### src/rtl/icape2_wr_ctrl.sv
// icape2_wr_ctrl: buffers assembled 32-bit configuration words in a small FIFO
// and drains them into the Artix-7 ICAPE2 write port. Each burst is framed by
// a one-cycle LEAD (RDWRB low, CSIB high) and a one-cycle TAIL, so RDWRB only
// ever changes while CSIB is high. Data is bit-mirrored within each byte.
module icape2_wr_ctrl #(
    parameter int FIFO_DEPTH = 8,
    parameter int CNT_W      = 16
) (
    input  logic             clk,
    input  logic             rst,
    input  logic [31:0]      word_in,
    input  logic             word_valid,
    output logic             icap_csib,
    output logic             icap_rdwrb,
    output logic [31:0]      icap_din,
    output logic             busy,
    output logic             overflow,
    output logic [CNT_W-1:0] word_count
);

    localparam int AW = (FIFO_DEPTH > 1) ? $clog2(FIFO_DEPTH) : 1;
    localparam logic [AW:0] DEPTH_V = FIFO_DEPTH[AW:0];
    localparam logic [AW:0] OCC_ONE = {{AW{1'b0}}, 1'b1};

    typedef enum logic [1:0] {
        IDLE  = 2'd0,
        LEAD  = 2'd1,
        WRITE = 2'd2,
        TAIL  = 2'd3
    } state_t;

    state_t state_q, state_d;

    logic [31:0]      fifoMem [FIFO_DEPTH];
    logic [AW-1:0]    wrPtr_q;
    logic [AW-1:0]    rdPtr_q;
    logic [AW:0]      occ_q;
    logic [AW:0]      occ_d;

    logic             csib_q;
    logic             rdwrb_q;
    logic [31:0]      din_q;
    logic             busy_q;
    logic             overflow_q;
    logic [CNT_W-1:0] count_q;

    logic fifoFull;
    logic fifoEmpty;
    logic doPush;
    logic doPop;

    // ICAPE2 expects each byte bit-reversed relative to the usual bitstream order.
    function automatic logic [31:0] swapBits(input logic [31:0] w);
        logic [31:0] r;
        r = '0;
        for (int k = 0; k < 4; k++) begin
            for (int i = 0; i < 8; i++) begin
                r[8*k+i] = w[8*k+7-i];
            end
        end
        return r;
    endfunction

    assign fifoFull  = (occ_q == DEPTH_V);
    assign fifoEmpty = (occ_q == '0);
    // A push while full is refused even if a pop frees a slot this same cycle.
    assign doPush    = word_valid && !fifoFull;
    assign doPop     = ((state_q == LEAD) || (state_q == WRITE)) && !fifoEmpty;

    // Next occupancy: simultaneous push and pop leaves it unchanged.
    always_comb begin
        occ_d = occ_q;
        if (doPush && !doPop) begin
            occ_d = occ_q + OCC_ONE;
        end else if (!doPush && doPop) begin
            occ_d = occ_q - OCC_ONE;
        end
    end

    // Burst sequencing: a burst always opens with LEAD and closes with TAIL.
    always_comb begin
        state_d = state_q;
        case (state_q)
            IDLE:    if (!fifoEmpty) state_d = LEAD;
            LEAD:    state_d = WRITE;
            WRITE:   if (fifoEmpty) state_d = TAIL;
            TAIL:    state_d = IDLE;
            default: state_d = IDLE;
        endcase
    end

    // FIFO storage; needs no reset because the pointers define what is valid.
    always_ff @(posedge clk) begin
        if (doPush) begin
            fifoMem[wrPtr_q] <= word_in;
        end
    end

    // FIFO pointers, occupancy and the sticky drop flag.
    always_ff @(posedge clk or posedge rst) begin
        if (rst) begin
            wrPtr_q    <= '0;
            rdPtr_q    <= '0;
            occ_q      <= '0;
            overflow_q <= 1'b0;
        end else begin
            if (doPush) begin
                wrPtr_q <= wrPtr_q + 1'b1;
            end
            if (doPop) begin
                rdPtr_q <= rdPtr_q + 1'b1;
            end
            occ_q <= occ_d;
            if (word_valid && fifoFull) begin
                overflow_q <= 1'b1;
            end
        end
    end

    // FSM with registered ICAP outputs derived from the state being entered,
    // so RDWRB falls with LEAD and rises only when returning to IDLE.
    always_ff @(posedge clk or posedge rst) begin
        if (rst) begin
            state_q <= IDLE;
            csib_q  <= 1'b1;
            rdwrb_q <= 1'b1;
            din_q   <= '0;
            count_q <= '0;
            busy_q  <= 1'b0;
        end else begin
            state_q <= state_d;
            rdwrb_q <= (state_d == IDLE);
            csib_q  <= !doPop;
            busy_q  <= (state_d != IDLE) || (occ_d != '0);
            if (doPop) begin
                din_q   <= swapBits(fifoMem[rdPtr_q]);
                count_q <= count_q + 1'b1;
            end
        end
    end

    assign icap_csib  = csib_q;
    assign icap_rdwrb = rdwrb_q;
    assign icap_din   = din_q;
    assign busy       = busy_q;
    assign overflow   = overflow_q;
    assign word_count = count_q;

endmodule

### config.mk
export PLATFORM = sky130hd
export DESIGN_NAME = icape2_wr_ctrl
export DESIGN_NICKNAME = d
export VERILOG_FILES = /design/src/rtl/icape2_wr_ctrl.sv
export SDC_FILE = /design/constraint.sdc
export NUM_CORES = 1
export LEC_CHECK = 0
export CORE_ASPECT_RATIO = 0.5
export CORE_UTILIZATION = 30
export CTS_CLUSTER_DIAMETER = 50
export CTS_CLUSTER_SIZE = 8
export DETAILED_ROUTE_END_ITERATION = 7
export SLEW_MARGIN = 20
export SYNTH_ARGS = -nofsm -noshare
export SYNTH_HDL_FRONTEND = slang
export SYNTH_SLANG_ARGS = --single-unit
### constraint.sdc
create_clock -name clk -period 5.7 [get_ports clk]
set_clock_uncertainty 0.1 [all_clocks]
set_input_delay 0.57 -clock clk [delete_from_list [all_inputs] [get_ports clk]]
set_output_delay 0.57 -clock clk [all_outputs]
set_load 0.01 [all_outputs]
* Yosys cells after proc, flatten, opt, wreduce, memory -nomap -nowiden *
Memory sizes are Yosys's and may differ from the RTL's. A register that Yosys moved wholly into a read port is not among the register bits.
Index checks and enable logic that the tools add are counted.

storage, ports and cells
  ROM bits = 0
  latch bits = 0
  bits in registers = 32
  memories = 1
  word-level logic and storage cells = 42
  bits of input ports = 35
  output and inout bits = 52
  RAM bits = 256

cells by class
  shift-type cells = 0
  muxes and demuxes = 7
  order comparisons = 0
  equality and inequality tests = 4
  reductions and logical operators = 16
  $add $sub $neg = 5
  multiply operators = 0
  divide/modulo/power cells = 0
  bitwise gates (word level) = 0

memory list
  name     words  width  rd ports  clocked after Yosys merged registers in  wr ports  RTL line  RTL
  fifoMem  8      32     1         1                                        1         34        logic [31:0] fifoMem [FIFO_DEPTH];

operator list
  operator                                                            number
  16-bit by 1-bit adder with 16-bit output, second input constant     1
  4-bit 2-to-1 mux                                                    2
  2-bit one-hot mux with 4 select lines                               1
  3-bit by 1-bit adder with 3-bit output, second input constant       2
  1-bit logical AND                                                   5
  4-bit by 1-bit adder with 4-bit output, second input constant       1
  2-bit == test, second input constant                                2
  4-bit == test, second input constant                                1
  1-bit zero test                                                     4
  2-bit zero test                                                     2
  4-bit zero test                                                     1
  2-bit 2-to-1 mux                                                    2
  4-bit nonzero test                                                  1
  4-bit by 1-bit subtractor with 4-bit output, second input constant  1
  2-bit by 1-bit == test with 1-bit output, second input constant     1
  1-bit logical OR                                                    2
  1-bit 2-to-1 mux                                                    2
  2-bit nonzero test                                                  1

* Depth between registers and ports, before layout *
Gate-level depths: netlist of run 1.

  word-level depth = 9
  gate-level depth with buffers = 10

* Worst setup path after synthesis of run 1 *
Ideal clock, no wire load.

  kind = register -> register
  start point = reg occ_q[1]
  end point = mem fifoMem[0][0], enable pin
  path slack = 1559 ps
  data arrival time = 3580 ps
  cell stages (with the launch flop) = 7
  period minus slack after synthesis = 4141 ps
  path buffers = 0
  required time = 5139 ps
  path through = dfrtp_1 -> inv_1 -> ha_1 -> and2b_1 -> a21oi_1 -> nand2b_1 -> nor3_1

between the ends
  cells in the longest elaborated chain, start to end = 5

RTL lines
  element                                 RTL line  RTL
  start: declaration                      37        logic [AW:0] occ_q;
  start signal: assignment                104       occ_q <= '0;
  start signal: assignment                113       occ_q <= occ_d;
  4-bit == test                           64        assign fifoFull = (occ_q == DEPTH_V);
  1-bit zero test                         67        assign doPush = word_valid && !fifoFull;
  1-bit logical AND                       67
  1-bit 2-to-1 mux                        94        if (doPush) begin
  1-bit 2-to-1 mux (implied by the code)  95        fifoMem[wrPtr_q] <= word_in;
  end: declaration                        34

Every way passes these cells.

* Worst setup path in the final report of run 1 *
  start point = reg occ_q[1]
  end point = mem fifoMem[7][19], enable pin

The elaborated chain is that of the path after synthesis.

==> qor.csv, run 1 <==
stage,metric,value,unit
status,status,finished clean,
logic_synthesis,ys_seq_area_share,76.0,%
routing,drtPass1Iterations,4,
clocking,cts_resized,0,
power_and_ir_drop,peakVddDrop,0.255,mV
routing,drt_iter0_markers,339,
logic_synthesis,avgSynthCellArea,19.2,µm²
power_and_ir_drop,switching_share,29.7,%
routing,drc_errors,0,
clocking,postCtsHoldBufs,0,
die,dieArea,41600,µm²
setup_path,cp.arrival,3.16,ns
logic_synthesis,syn_nets,678,
clocking,cts_buffers,46,
power_and_ir_drop,p_per_area,532,nW/µm²
logic_synthesis,synthArstFlopShare,20.0,%
sta,grt_setup_unrepaired,false,
power_and_ir_drop,p_leak,0.00517,µW
logic_synthesis,synth.area.top_cells,"edfxtp_1 63%, dfrtp_1 13%, mux4_2 12%",
setup_path,cp-start-kind,flip-flop,
cells_and_area,seqCellArea,9300,µm²
setup_path,crit_chain,inv_1 > ha_1 > and2b_1 > a21oi_1 > nand2_1 > nor2_4,
setup_path,critPathBufInv,1,
cells_and_area,fin_nets,795,
logic_synthesis,yosysTopAreaCell,edfxtp_1,
sta,relSlewSlack,30.0,%
sta,period_needed,3.11,ns
logic_synthesis,synth_cells,636,
cells_and_area,antenna_cells,0,
power_and_ir_drop,p_sw,2400,µW
min_path,min-delay-start,word_count[15],
cells_and_area,area_growth,24.1,%
min_path,worstHoldPathType,reg2reg,
grt,antenna_found_initial,0,
grt,track_usage,11.4,%
routing,num_vias,6004,
logic_synthesis,synth_edf_count,256,
clocking,clk_pin_slew,0.05,ns
routing,wl_per_cell,17.5,µm
grt,grt_overflow,0,
power_and_ir_drop,comb_power_share,27.4,%
placement,place.gp.congestion,0.763,
setup_path,critPathSlowestCell,nor2_4,
grt,grt_pass1_vias,6320,
power_and_ir_drop,p_int,5670,µW
cells_and_area,multiInputGateArea,2830,µm²
cells_and_area,final_cells,1320,
die,die_h,145,µm
setup_path,crit_path_start,occ_q[1],
routing,detail-route-antenna-nets,0,
routing,vias_per_cell,4.55,
sta,worst_pin_slew,1.05,ns
sta,slew_viol_final,0,
logic_synthesis,synth_top_area_share,62.9,%
sta,max_freq,322,MHz
logic_synthesis,ys_seq_elements,320,
clocking,clock_latency,0.54,ns
placement,dp_cells,1234,
logic_synthesis,ys.warnings.count,0,
logic_synthesis,synth.distinct_cells,38,
clocking,cts_sinks,320,
placement,port_buffers,86,
setup_path,critPathTopFamily,simple AND/OR/NAND/NOR gates,
setup_path,crit_fanout,32,
power_and_ir_drop,clkPwrFrac,30.6,%
clocking,cts_tree,done,
die,core,39500,µm²
grt,grt_first_pass_wirelength,36.1,mm
setup_path,worstSetupPathType,reg2reg,
cells_and_area,num-fill-cells,3526,
clocking,root_buffer,clkbuf_16,
die,die_w,287,µm
run,maxCapViolCount,0,
setup_path,crit_path_end_kind,flip-flop,
die,initial_core_util,31.0,%
routing,routed_wl,23.1,mm
clocking,cts_buffer_depth,3,
die,rows,51,
clocking,post_cts_buffers,0,
sta,finalHoldViolCount,0,
clocking,cts.htree.levels,2,
logic_synthesis,netlist_area,12200,µm²
sta,finalCritPeriodShare,54.5,%
logic_synthesis,synth_ff_type,edfxtp_1,
power_and_ir_drop,pwr-share-seq,42.0,%
setup_path,cp_data_required_time,5.75,ns
setup_path,slowest_delay,0.88,ns
sta,finalSetupViolCount,0,
setup_path,r2r_start,occ_q[1],
grt,grt_max_degree,70,
die,io_pins,87,
cells_and_area,drive_gt1_share,18.1,%
sta,final.setup.tns,0,ns
placement,dpl.hpwl,13.8,mm
[logic make-up after synthesis]
logic type	Yosys count	synth area share, %
mux	96	14.4
simple gates	107	3.94
buf+inv	38	1.31
fa+ha+maj	7	0.716
compound gates	48	2.19
flops	320	76.0
xor+xnor	20	1.43
[final timing paths]
| kind | to | slack (ns) | cells past startpoint |
|---|---|---|---|
| min reg2reg | word_count[15] | 0.37 | 1 |
| max reg2reg | fifoMem[7][19] | 2.59 | 6 |
| max in group asynchronous | rdPtr_q[0] | 4.36 | 3 |
| min in group asynchronous | icap_din[26] | 0.50 | 3 |
| min | word_count[15] | 0.37 | 1 |
| max | fifoMem[7][19] | 2.59 | 6 |
[flip-flops by register name, summed over array words and instances (netlist names)]
register    count
busy            1
rdPtr_q         3
icap_din       32
overflow        1
icap_csib       1
occ_q           4
icap_rdwrb      1
word_count     16
fifoMem       256
state_q         2
wrPtr_q         3
[synthesized netlist by cell type (all sizes together) (7+ instances only)]
| cell type | count |
|---|---|
| edfxtp | 256 |
| buf | 16 |
| o21ai | 35 |
| ha | 7 |
| inv | 10 |
| xnor2 | 13 |
| nand2 | 58 |
| dfrtp | 62 |
| mux2i | 32 |
| clkbuf | 12 |
| xor2 | 7 |
| mux4 | 64 |
| nor2 | 17 |
[per-stage QoR]
step	util [%]	total power (µW)	hold WS, ns	cell area (µm²)	setup slack (ns)
floorplan	-	4870	0.384	12200	1.56
global placement	34.8	5610	0.366	13700	2.16
detailed placement	34.9	5700	0.367	13800	2.16
CTS	38.3	8190	0.377	15100	2.53
global route	38.4	8520	0.409	15200	2.25
finish	38.4	8070	0.366	15200	2.59
[layout make-up]
| class | instances | share of cell area [%] |
|---|---|---|
| clock buffer | 82 | 8.54 |
| tap | 530 | 4.37 |
| timing repair buffer | 97 | 6.61 |
| inverter | 10 | 0.256 |
| sequential | 320 | 61.3 |
| clock inverter | 3 | 0.289 |
| multi-input combinational | 278 | 18.6 |
[power groups by stage]
stage                     Clock, µW  Sequential [µW]  Combinational, µW
after global placement            0             3420               2200
after global routing           2630             3460               2440
final                          2470             3390               2210
after CTS                      2530             3400               2260
after detailed placement          0             3440               2260
after floorplan                   0             3300               1570
[cells in the final DEF, fill, tap and decap left out, types with 2 or more instances in the layout]
cell               n
clkbuf_16         46
buf_16             3
nand4_1            4
nor3_1             4
edfxtp_1         256
dfstp_2            2
xnor2_1           13
nor3_2             2
a21oi_1            4
inv_1              8
nor2_1            11
nor2_4             6
nand2b_1           6
o221ai_1           2
and3_1             3
and2_1             2
xor2_1             7
buf_4              8
nand3_1            6
o21ai_0           21
dfrtp_2            2
o21ai_1           14
nand2_1           58
ha_1               7
dfrtp_1           59
clkbuf_1          35
clkdlybuf4s50_1   86
mux2i_1           32
mux4_2            64
[per-layer routing]
| metal | track usage [%] | wire length [µm] | up-vias |
|---|---|---|---|
| met4 | 3.78 | 433 | 0 |
| li1 | - | - | 2750 |
| met5 | 0 | 0 | - |
| met1 | 14.0 | 9850 | 3104 |
| met2 | 20.1 | 12000 | 104 |
| met3 | 2.24 | 788 | 46 |
Power figures use the tool's default switching activity.
==> run 2, diff against run 1 <==
==> constraint.sdc (replaced) <==
create_clock -name clk -period 2.55 [get_ports clk]
set_clock_uncertainty 0.1 [all_clocks]
set_input_delay 0.255 -clock clk [delete_from_list [all_inputs] [get_ports clk]]
set_output_delay 0.255 -clock clk [all_outputs]
set_load 0.01 [all_outputs]
==> run 2 against run 1 <==
- first-iteration DRC count increased by 7.4%
- non-clock buffer count rose by 21
- sequential share of layout area decreased by 1.7 points
- flip-flop and latch count unchanged
- utilization is 1.1 points higher
==> qor.csv, run 2 (synthesis results as in run 1) <==
stage,metric,value,unit
status,status,finished clean,
setup_path,critPathBufInv,1,
power_and_ir_drop,p_per_area,1220,nW/µm²
grt,track_usage,11.8,%
cells_and_area,postLayoutCellArea,15600,µm²
cells_and_area,area_growth,27.6,%
clocking,root_buffer,clkbuf_16,
setup_path,crit_path_end_kind,flip-flop,
routing,wl_per_cell,17.7,µm
die,die_h,145,µm
placement,place_ws,0.124,ns
sta,grt_setup_unrepaired,false,
setup_path,crit_chain,inv_1 > ha_2 > or4b_4 > a21oi_2 > o21ai_1 > a211o_1 > or4_1,
die,rows,51,
grt,grt_first_pass_wirelength,37.0,mm
routing,routed_wl,23.8,mm
setup_path,cp-start-kind,flip-flop,
sta,max_freq,414,MHz
sta,setup_ws,0.137,ns
sta,worst_pin_slew,0.774,ns
sta,whs,0.339,ns
setup_path,worstSetupPathType,reg2reg,
clocking,cts.htree.levels,2,
sta,slew_viol_final,0,
cells_and_area,largest_register,fifoMem,
cells_and_area,largest_reg_flops,256,
clocking,cts_buffer_depth,3,
setup_path,crit_path_start,state_q[1],
min_path,worstHoldPathType,in2reg,
routing,drt_iter0_markers,364,
routing,drc_errors,0,
routing,vias_per_cell,4.51,
sta,period_needed,2.41,ns
clocking,cts_sinks,320,
power_and_ir_drop,p_leak,0.00538,µW
routing,detail-route-antenna-nets,0,
clocking,clk_pin_slew,0.05,ns
sta,relSlewSlack,48.4,%
grt,antenna_found_initial,0,
cells_and_area,final_cells,1343,
clocking,cts_buffers,48,
setup_path,cp.arrival,2.71,ns
placement,dpl_cell_area,14100,µm²
grt,grt_max_degree,65,
die,dieArea,41600,µm²
placement,dpl.hpwl,14.6,mm
die,initial_core_util,31.0,%
placement,dp_cells,1255,
grt,grt_pass1_vias,6375,
die,die_w,287,µm
cells_and_area,drive_gt1_share,21.8,%
die,io_pins,87,
run,maxCapViolCount,0,
cells_and_area,final_common_cell,edfxtp_1,
sta,finalHoldViolCount,0,
sta,finalCritPeriodShare,94.6,%
die,core,39500,µm²
routing,num_vias,6057,
min_path,min-delay-start,word_in[27],
setup_path,slowest_delay,0.49,ns
cells_and_area,antenna_cells,0,
cells_and_area,mostFrequentLayoutCells,"256 x edfxtp_1, 86 x clkdlybuf4s50_1, 64 x mux4_2, 59 x dfrtp_1, 57 x nand2_1",
setup_path,crit_fanout,8,
cells_and_area,fin_nets,818,
sta,finalSetupViolCount,0,
routing,drtPass1Iterations,4,
clocking,cts_tree,done,
placement,port_buffers,86,
clocking,clock_latency,0.57,ns
setup_path,critPathSlowestCell,or4b_4,
setup_path,cp_data_required_time,2.85,ns
placement,place.gp.congestion,0.760,
power_and_ir_drop,peakVddDrop,0.620,mV
grt,grt_overflow,0,
setup_path,critPathTopFamily,simple AND/OR/NAND/NOR gates,
setup_path,r2r_start,state_q[1],
run 2: worst paths after layout:
check,to,slack [ns],cells after the start
worst max-delay path,busy,0.14,7
worst min-delay path,fifoMem[1][27],0.34,1
worst max register to register,busy,0.14,7
worst min register to register,icap_din[10],0.38,2
max in group asynchronous,icap_csib,1.46,4
min in group asynchronous,icap_din[0],0.54,4
run 2: cell type report:
class	instances	area [µm²]
inverter	10	37.5
sequential	320	9300
clock inverter	8	150
clock buffer	79	1330
timing repair buffer	118	1270
multi-input combinational	278	2850
tap	530	663
fill	3496	23900
run 2: timing repair:
action | CTS | global route
gates resized for setup | 0 | 1
hold endpoints to repair | 20 | 0
setup buffers | 0 | 0
endpoints found under the setup margin | 0 | 1
hold buffers | 1 | 0
run 2: stage by stage:
step,util (%),total power (µW),setup TNS (ns)
floorplan,-,11000,-8.53
global placement,35.7,13200,0
detailed placement,35.7,13300,0
CTS,39.5,19300,0
global route,39.5,20100,0
finish,39.5,19000,0
run 2: power breakdown:
| group | switching [µW] | internal, µW | total [µW] |
|---|---|---|---|
| clock network | 2230 | 3750 | 5990 |
| registers | 603 | 6770 | 7370 |
| logic | 2790 | 2870 | 5660 |
| total | 5620 | 13400 | 19000 |
run 2: metal layers:
metal  part of all wire [%]  track usage [%]
met5                      0                0
met4                    1.8             3.84
met3                    4.4             2.79
met1                     41             14.0
met2                     52             21.1
==> run 3, diff against run 2 <==
--- a/config.mk
+++ b/config.mk
@@ -6,6 +6,7 @@
 export NUM_CORES = 1
 export LEC_CHECK = 0
 export CORE_ASPECT_RATIO = 0.5
+export CORE_MARGIN = 2
 export CORE_UTILIZATION = 30
 export CTS_CLUSTER_DIAMETER = 50
 export CTS_CLUSTER_SIZE = 8
==> constraint.sdc (replaced) <==
create_clock -name clk -period 2 [get_ports clk]
set_clock_uncertainty 0.1 [all_clocks]
set_input_delay 0.2 -clock clk [delete_from_list [all_inputs] [get_ports clk]]
set_output_delay 0.2 -clock clk [all_outputs]
set_load 0.01 [all_outputs]
==> run 3 against run 2 <==
- the run now ends with setup timing left
- die area rose by 2.1%
- sequential share of layout area fell by 4.2 points
- worst setup slack got worse by 0.37 ns
- non-clock buffer count rose by 72
- critical path depth rose by 4
- total power rose by 38%
- cell count rose by 6.2%
- cell area rose by 7.5%
- combinational power rose by 65%
- first-iteration DRC count rose by 13%
- utilization rose by 2.1 points
- via count rose by 7.7%
- largest power group unchanged
==> qor.csv, run 3 (synthesis results as in run 1) <==
stage,metric,value,unit
status,status,"complete, but fails checks",
status,failed_checks,setup timing,
routing,top_layer_used,met4,
die,io_pins,87,
clocking,root_buffer,clkbuf_16,
routing,routed_wl,27.9,mm
setup_path,cp_data_required_time,2.16,ns
grt,track_usage,12.8,%
setup_path,crit_path_end_kind,flip-flop,
cells_and_area,antenna_cells,0,
power_and_ir_drop,peakVddDrop,0.627,mV
setup_path,critPathSlowestCell,dfrtp_1,
grt,grt_first_pass_wirelength,41.4,mm
clocking,cts_buffers,48,
routing,vias_per_cell,4.57,
min_path,worstHoldPathType,in2reg,
cells_and_area,largest_register,fifoMem,
cells_and_area,num-fill-cells,3446,
placement,place_ws,-0.295,ns
power_and_ir_drop,p_leak,0.00590,µW
cells_and_area,final_common_cell,edfxtp_1,
grt,grt_max_degree,65,
sta,relSlewSlack,70.0,%
clocking,cts_buffer_depth,3,
cells_and_area,mostFrequentLayoutCells,"256 x edfxtp_1, 86 x clkdlybuf4s50_1, 64 x mux4_2, 59 x dfrtp_1, 57 x nand2_1",
power_and_ir_drop,pwr-share-seq,35.6,%
die,die_h,147,µm
cells_and_area,post-route-util,41.6,%
placement,port_buffers,86,
routing,route.met2.wl,14.2,mm
setup_path,critPathTopFamily,buffers and inverters,
power_and_ir_drop,totalPowerFinal,26200,µW
die,initial_core_util,30.4,%
setup_path,cp-start-kind,flip-flop,
routing,wl_met3,1.52,mm
clocking,clk_pin_slew,0.05,ns
power_and_ir_drop,p_per_area,1560,nW/µm²
cells_and_area,fin_nets,890,
sta,max_freq,447,MHz
routing,num_vias,6522,
setup_path,slowest_delay,0.36,ns
setup_path,crit_chain,inv_2 > ha_4 > and2b_2 > a21oi_4 > buf_12 > nand2_8 > buf_12 > buf_6 > nor2_4 > buf_6 > clkbuf_16,
sta,slew_viol_final,0,
setup_path,crit_fanout,8,
clocking,cts_sinks,320,
sta,finalHoldViolCount,0,
sta,period_needed,2.24,ns
power_and_ir_drop,p_int,18300,µW
grt,grt_overflow,0,
routing,drc_errors,0,
power_and_ir_drop,switching_share,30.2,%
cells_and_area,largest_reg_flops,256,
routing,drtPass1Iterations,4,
die,dieArea,42500,µm²
sta,worst_pin_slew,0.448,ns
die,rows,52,
power_and_ir_drop,p_sw,7900,µW
grt,antenna_found_initial,0,
sta,whs,0.291,ns
routing,detail-route-antenna-nets,0,
sta,setup_ws,-0.235,ns
sta,grt_setup_unrepaired,true,
run,maxCapViolCount,0,
setup_path,worstSetupPathType,reg2reg,
placement,place.gp.congestion,0.716,
clocking,clock_latency,0.55,ns
power_and_ir_drop,comb_power_share,35.6,%
cells_and_area,drive_gt1_share,28.6,%
cells_and_area,area_growth,37.2,%
sta,finalCritPeriodShare,112,%
routing,drt_iter0_markers,411,
clocking,cts.htree.levels,2,
grt,grt_pass1_vias,6946,
routing,wl_met1,11.8,mm
power_and_ir_drop,clkPwrFrac,28.8,%
setup_path,cp.arrival,2.40,ns
setup_path,critPathBufInv,6,
clocking,cts_tree,done,
sta,finalSetupViolCount,251,
die,core,40300,µm²
die,die_w,289,µm
routing,wl_per_cell,19.6,µm
placement,dpl.hpwl,15.3,mm
run 3: changes by cell type in the layout (fill, tap and decap cells not counted), sizes merged:
cell and delta:
bufinv -1, clkbuf +10, buf +65, inv -1
run 3: what timing repair did:
action                     4_1_cts  5_1_grt
pin swaps                        4        5
setup buffers                   28       13
gates resized for setup         29       17
gates cloned                    13        8
hold buffers                     1        0
setup endpoints to repair      261      279
hold endpoints to repair        62        0
run 3: stage by stage:
step | cell area (µm²) | cells | TNS (ns)
after floorplan | 12400 | 636 | -83.25
after global placement | 14400 | 1285 | -29.68
after detailed placement | 14400 | 1285 | -35.35
after CTS | 16600 | 1413 | -25.79
after global routing | 16800 | 1426 | -58.28
final | 16800 | 1426 | -36.73
run 3: final timing paths:
check	start	end	slack (ns)	depth (start not counted)
max reg2reg	occ_q[1]	fifoMem[5][19]	-0.24	11
min reg2reg	word_count[15]	word_count[15]	0.37	1
min	word_in[27]	fifoMem[4][27]	0.29	1
max in group asynchronous	rst	icap_csib	0.95	4
min in group asynchronous	rst	icap_din[5]	0.49	4
max	occ_q[1]	fifoMem[5][19]	-0.24	11
run 3: worst register-to-register path: cells and delay by family (launching register included):
family,cells,cell delay (ns)
adder cells (fa/ha/maj),1,0.16
AND/OR/NAND/NOR,3,0.41
flip-flops,1,0.36
AO/OA/AOI/OAI,1,0.16
buffers and inverters,6,0.77
run 3: layout make-up:
class | instances | area [µm²] | area share [%]
multi-input combinational | 278 | 2910 | 17.4
clock inverter | 6 | 105 | 0.627
inverter | 10 | 42.5 | 0.254
clock buffer | 82 | 1340 | 7.98
tap | 540 | 676 | 4.03
timing repair buffer | 190 | 2390 | 14.3
sequential | 320 | 9300 | 55.5
run 3: power groups by stage:
stage / Combinational, µW / Clock, µW / Sequential, µW
after global placement: 7870 / 0 / 9360
after global routing: 10000 / 8020 / 9440
after CTS: 8870 / 7660 / 9320
after floorplan: 4710 / 0 / 9400
final: 9320 / 7520 / 9320
after detailed placement: 8010 / 0 / 9430
run 3: routing by layer:
| metal | up-vias | GRT usage, % |
|---|---|---|
| li1 | 2935 | - |
| met1 | 3393 | 16.7 |
| met2 | 149 | 22.0 |
| met3 | 45 | 2.47 |
| met4 | 0 | 3.61 |
| met5 | - | 0 |
